$ cat config.mk
export PLATFORM = sky130hd
export DESIGN_NAME = register_bank_mp
export DESIGN_NICKNAME = d
export VERILOG_FILES = /design/src/rtl/register_bank_mp.sv
export SDC_FILE = /design/constraint.sdc
export NUM_CORES = 2
export LEC_CHECK = 0
export ABC_AREA = 1
export CAP_MARGIN = 25
export CORE_UTILIZATION = 33
export DETAILED_ROUTE_END_ITERATION = 6
export PLACE_DENSITY = 0.54
export SLEW_MARGIN = 20
export SYNTH_ARGS = -nofsm -noshare
export SYNTH_HDL_FRONTEND = slang
export SYNTH_SLANG_ARGS = --single-unit
$ cat constraint.sdc
create_clock -name clock -period 3.5 [get_ports clock]
set_input_delay 0.525 -clock clock [delete_from_list [all_inputs] [get_ports clock]]
set_output_delay 0.525 -clock clock [all_outputs]
set_load 0.1 [all_outputs]
$ cat src/rtl/register_bank_mp.sv
// register_bank_mp: multi-read-port register bank with optional zero register, write bypass
// and a one-entry-per-cycle clear sweep.
module register_bank_mp #(
    parameter int DATA_WIDTH = 32,
    parameter int ADDR_WIDTH = 5,
    parameter int NUM_READ   = 2,
    parameter int ZERO_REG   = 1,
    parameter int BYPASS     = 1
) (
    input  logic                             clock,
    input  logic                             reset_n,
    input  logic                             reg_write,
    input  logic [ADDR_WIDTH-1:0]            write_register,
    input  logic [DATA_WIDTH-1:0]            write_data,
    input  logic [NUM_READ*ADDR_WIDTH-1:0]   read_register,
    output logic [NUM_READ*DATA_WIDTH-1:0]   read_data,
    input  logic                             clear,
    output logic                             busy,
    output logic                             write_dropped
);
    localparam int DEPTH = 1 << ADDR_WIDTH;

    typedef enum logic {IDLE, SWEEP} state_t;

    state_t                r_state;
    state_t                w_next;
    logic [DATA_WIDTH-1:0] r_bank [DEPTH];
    logic [ADDR_WIDTH-1:0] r_ptr;
    logic                  r_dropped;
    logic                  w_accept;

    assign w_accept = reg_write && r_state == IDLE && !(ZERO_REG != 0 && write_register == '0);

    always_comb begin
        w_next = r_state;
        if (r_state == IDLE)
            w_next = clear ? SWEEP : IDLE;
        else
            w_next = (&r_ptr) ? IDLE : SWEEP;
    end

    always_ff @(posedge clock) begin
        if (!reset_n) begin
            r_state   <= IDLE;
            r_ptr     <= '0;
            r_dropped <= 1'b0;
        end else begin
            r_state   <= w_next;
            r_dropped <= reg_write && r_state == SWEEP;
            r_ptr     <= (r_state == SWEEP) ? r_ptr + 1'b1 : '0;
        end
    end

    // Writes and sweep are mutually exclusive: writes are only accepted in IDLE.
    always_ff @(posedge clock) begin
        if (!reset_n) begin
            for (int i = 0; i < DEPTH; i++)
                r_bank[i] <= '0;
        end else if (r_state == SWEEP) begin
            r_bank[r_ptr] <= '0;
        end else if (w_accept) begin
            r_bank[write_register] <= write_data;
        end
    end

    assign busy          = (r_state == SWEEP);
    assign write_dropped = r_dropped;

    for (genvar k = 0; k < NUM_READ; k++) begin : g_rd
        logic [ADDR_WIDTH-1:0] w_ra;
        assign w_ra = read_register[k*ADDR_WIDTH +: ADDR_WIDTH];
        assign read_data[k*DATA_WIDTH +: DATA_WIDTH] =
            (ZERO_REG != 0 && w_ra == '0)                    ? '0 :
            (BYPASS != 0 && w_accept && w_ra == write_register) ? write_data :
                                                               r_bank[w_ra];
    end
endmodule
==> impl_metrics.csv <==
group,metric,value,unit
run_status,status,"finished with violations",
run_status,violations,"DRC",
worst_setup_path,critPathArrivalTime,2.93,ns
detailed_routing,firstDrtPassIters,7,
power,ir_drop,423,uV
synthesis,synth_area_per_cell,7.93,um2
worst_setup_path,r2r_end,"r_bank[2][2]",
global_routing,gr-total-overflow,0,
clock_network,h-tree-depth,3,
clock_network,clk_pin_slew_worst_paths,0.06,ns
clock_network,clock-sinks,1031,
worst_setup_path,path_cells,"buf_8 -> inv_6 -> buf_12 -> nand2_1 -> nand3_1 -> nand3_1 -> nand2_1 -> a21oi_1 -> nand2_1 -> nand2_1 -> a21oi_2 -> buf_12",
hold_path,hold_depth,3,
placed_design,portBuffers,116,
sta,tightest_slew,1.03,ns
floorplan,ioPinCount,117,
worst_setup_path,timing.critical_path.from_type,"input pin",
placed_design,hpwl,149,mm
final_layout,n_fill_cell,17600,
clock_network,clock_path_buffers,3,
synthesis,synth-edff-count,1024,
sta,rsz0062_at_grt,"no",
worst_setup_path,reg2reg_from,"busy",
worst_setup_path,max_stage_delay,0.66,ns
final_layout,syn_to_final_growth,17.6,%
synthesis,netlist_area,59000,um2
final_layout,final_cells,9857,
power,pwr-share-seq,43.7,%
worst_setup_path,r2r_setup_slack,0.91,ns
final_layout,finish.utilization,39.2,%
power,p_per_area,468,nW/um2
detailed_routing,avgViaCountPerCell,5.47,
power,p_int,23.1,mW
sta,fmax,0.289,GHz
detailed_routing,routed_wl,238,mm
sta,finalSetupViolations,0,
floorplan,start_util,33.4,%
placed_design,routabilityCongestion,0.919,
worst_setup_path,slowest_stage,"a21oi_1",
global_routing,grt_pass1_vias,50300,
clock_network,clock_tree.root_cell,"clkbuf_16",
global_routing,grt_max_degree,81,
synthesis,synth_top_flop_cell,"edfxtp_1",
clock_network,cts_inserted_buffers,115,
detailed_routing,ant_nets,0,
detailed_routing,drc_errors,1,
synthesis,async_flop_share,0,%
sta,drv_slew,0,
power,clkPwrFrac,39.1,%
floorplan,row_count,154,
synthesis,syn_inst,7445,
sta,fin_setup_tns,0,ns
worst_setup_path,crit_required,2.97,ns
hold_path,hold_end,"r_ptr[4]",
run,drv_cap,0,
sta,finalHoldViolCount,0,
hold_path,holdCritStartpoint,"reset_n",
sta,skew,0.0260,ns
power,switching_share,29.0,%
floorplan,dieArea,181000,um2
floorplan,die_h,425,um
clock_network,clk_latency,0.75,ns
worst_setup_path,crit_type,"in -> out",
clock_network,holdBufCountCts,0,
final_layout,drive_gt1_share,11.2,%
synthesis,ys_warn_count,0,
clock_network,post_cts_buffers,0,
worst_setup_path,path_max_fanout,27,
clock_network,cts_tree,"built",
power,switchingPower,9.44,mW
power,p_comb_share,17.3,%
floorplan,die_x,425,um
detailed_routing,wl_per_cell,24.2,um
detailed_routing,drt_iter0_markers,7269,
placed_design,place_inst,9640,
worst_setup_path,r2r_cells,8,
final_layout,nNetsFinal,7470,
synthesis,synthDistinctLibCells,38,
synthesis,synth-seq-area-share,52.3,%
sta,finalCriticalPeriod,3.46,ns
global_routing,grt_pass1_wl,343,mm
sta,relSlewSlack,31.3,%
worst_setup_path,end_kind,"output port",
power,leakage,27.5,nW
floorplan,core,177000,um2
detailed_routing,vias,53900,
global_routing,grt_usage,25.8,%
synthesis,ys_ff_latch,1031,
clock_network,cts_resized,0,
hold_path,hp-class,"in -> reg",
global_routing,antenna_found_initial,3,
sta,period_share,98.8,%
worst_setup_path,worst_path_most_repeated_cell,"nand2_1",
## cell type report
class / count / area [um2] / area share [%]
Inverter: 635 / 2410 / 3.48
Clock inverter: 75 / 798 / 1.15
Tap cell: 2340 / 2930 / 4.22
Sequential cell: 1031 / 30900 / 44.5
Antenna cell: 1 / 2.50 / 0.00361
Clock buffer: 141 / 3060 / 4.41
Multi-Input combinational cell: 5176 / 23400 / 33.7
Timing Repair Buffer: 458 / 5920 / 8.52
## stage by stage
stage / hold WS (ns) / instance area [um2] / setup WS [ns] / power (mW)
floorplan: 0.430 / 59300 / -0.371 / 17.5
global placement: 0.461 / 65500 / 0.0374 / 19.9
detailed placement: 0.462 / 65500 / 0.0938 / 20.0
CTS: 0.292 / 69400 / 0.0934 / 32.6
global route: 0.322 / 69400 / 0.0168 / 33.4
finish: 0.314 / 69400 / 0.0405 / 32.5
## routing by layer
| metal | vias to the layer above | GRT usage [%] | wire [um] | part of all wire (%) |
|---|---|---|---|---|
| met5 | - | 0 | 13 | 0.0055 |
| met1 | 25900 | 34.5 | 95400 | 40 |
| met3 | 552 | 3.92 | 23600 | 9.9 |
| met2 | 3033 | 40.9 | 108000 | 45 |
| li1 | 24400 | - | - | - |
| met4 | 2 | 11.9 | 11200 | 4.7 |
## cell usage in the layout (no fill, tap or decap), drive strengths merged, types with 2 or more instances in the layout
cell	synthesis	final
nor2	1360	1360
clkdlybuf4s50	0	40
or2	58	58
clkinv	4	54
buf	180	418
nand2	1812	1812
nor3	3	3
o211ai	243	243
clkinvlp	0	2
ha	2	2
o21ai	429	429
nand4	4	4
nand3b	5	5
bufinv	0	17
xor2	2	2
xnor2	5	5
a21oi	263	263
inv	631	637
clkbuf	454	141
conb	1	32
dfxtp	7	7
edfxtp	1024	1024
nand3	956	956
## cells by family (layout without fill, tap and decap cells)
logic type / after synthesis / in the layout / share of synthesized area (%)
xor+xnor: 7 / 7 / 0.104
fa+ha+maj: 2 / 2 / 0.0424
compound gates: 936 / 936 / 9.02
buf+inv: 1269 / 1309 / 8.71
other cells: 1 / 33 / 0.00635
flops: 1031 / 1031 / 52.3
simple gates: 4199 / 4199 / 29.8
## power groups by stage
stage	combinational, mW	clock, mW	sequential (mW)
after CTS	5.54	12.8	14.2
after floorplan	3.11	0	14.4
after global placement	5.49	0	14.4
final	5.61	12.7	14.2
after global routing	5.89	13.2	14.2
after detailed placement	5.53	0	14.4
## state kept, by name, indices dropped and copies added (netlist names)
signal and cells:
busy 1, r_bank 1024, r_ptr 5, write_dropped 1
## worst max path at each step
stage	slack (ns)	end	startpoint
floorplan	-0.37	read_data[52]	read_register[6]
global placement	0.04	read_data[47]	write_register[4]
detailed placement	0.09	read_data[47]	write_register[4]
CTS	0.09	read_data[47]	write_register[3]
global route	0.02	read_data[3]	read_register[0]
finish	0.04	read_data[3]	read_register[0]
## cells in the mapped netlist (34+ instances only)
library cell / instances / area share [%]
a21oi_1: 263 / 2.2
buf_1: 53 / 0.34
buf_2: 91 / 0.77
buf_6: 34 / 0.65
clkbuf_1: 454 / 2.9
edfxtp_1: 1024 / 52
inv_1: 624 / 4.0
nand2_1: 1781 / 11
nand3_1: 954 / 8.1
nor2_1: 1293 / 8.2
nor2_2: 56 / 0.59
o211ai_1: 243 / 3.1
o21ai_0: 424 / 3.6
or2_2: 58 / 0.61
## critical path, delay by kind of cell
kind	cells	cell delay (ns)
buffers and inverters	4	0.82
AND/OR/NAND/NOR	6	0.78
AO/OA/AOI/OAI	2	0.75
Note: power is estimated with default switching activity, not from simulation.
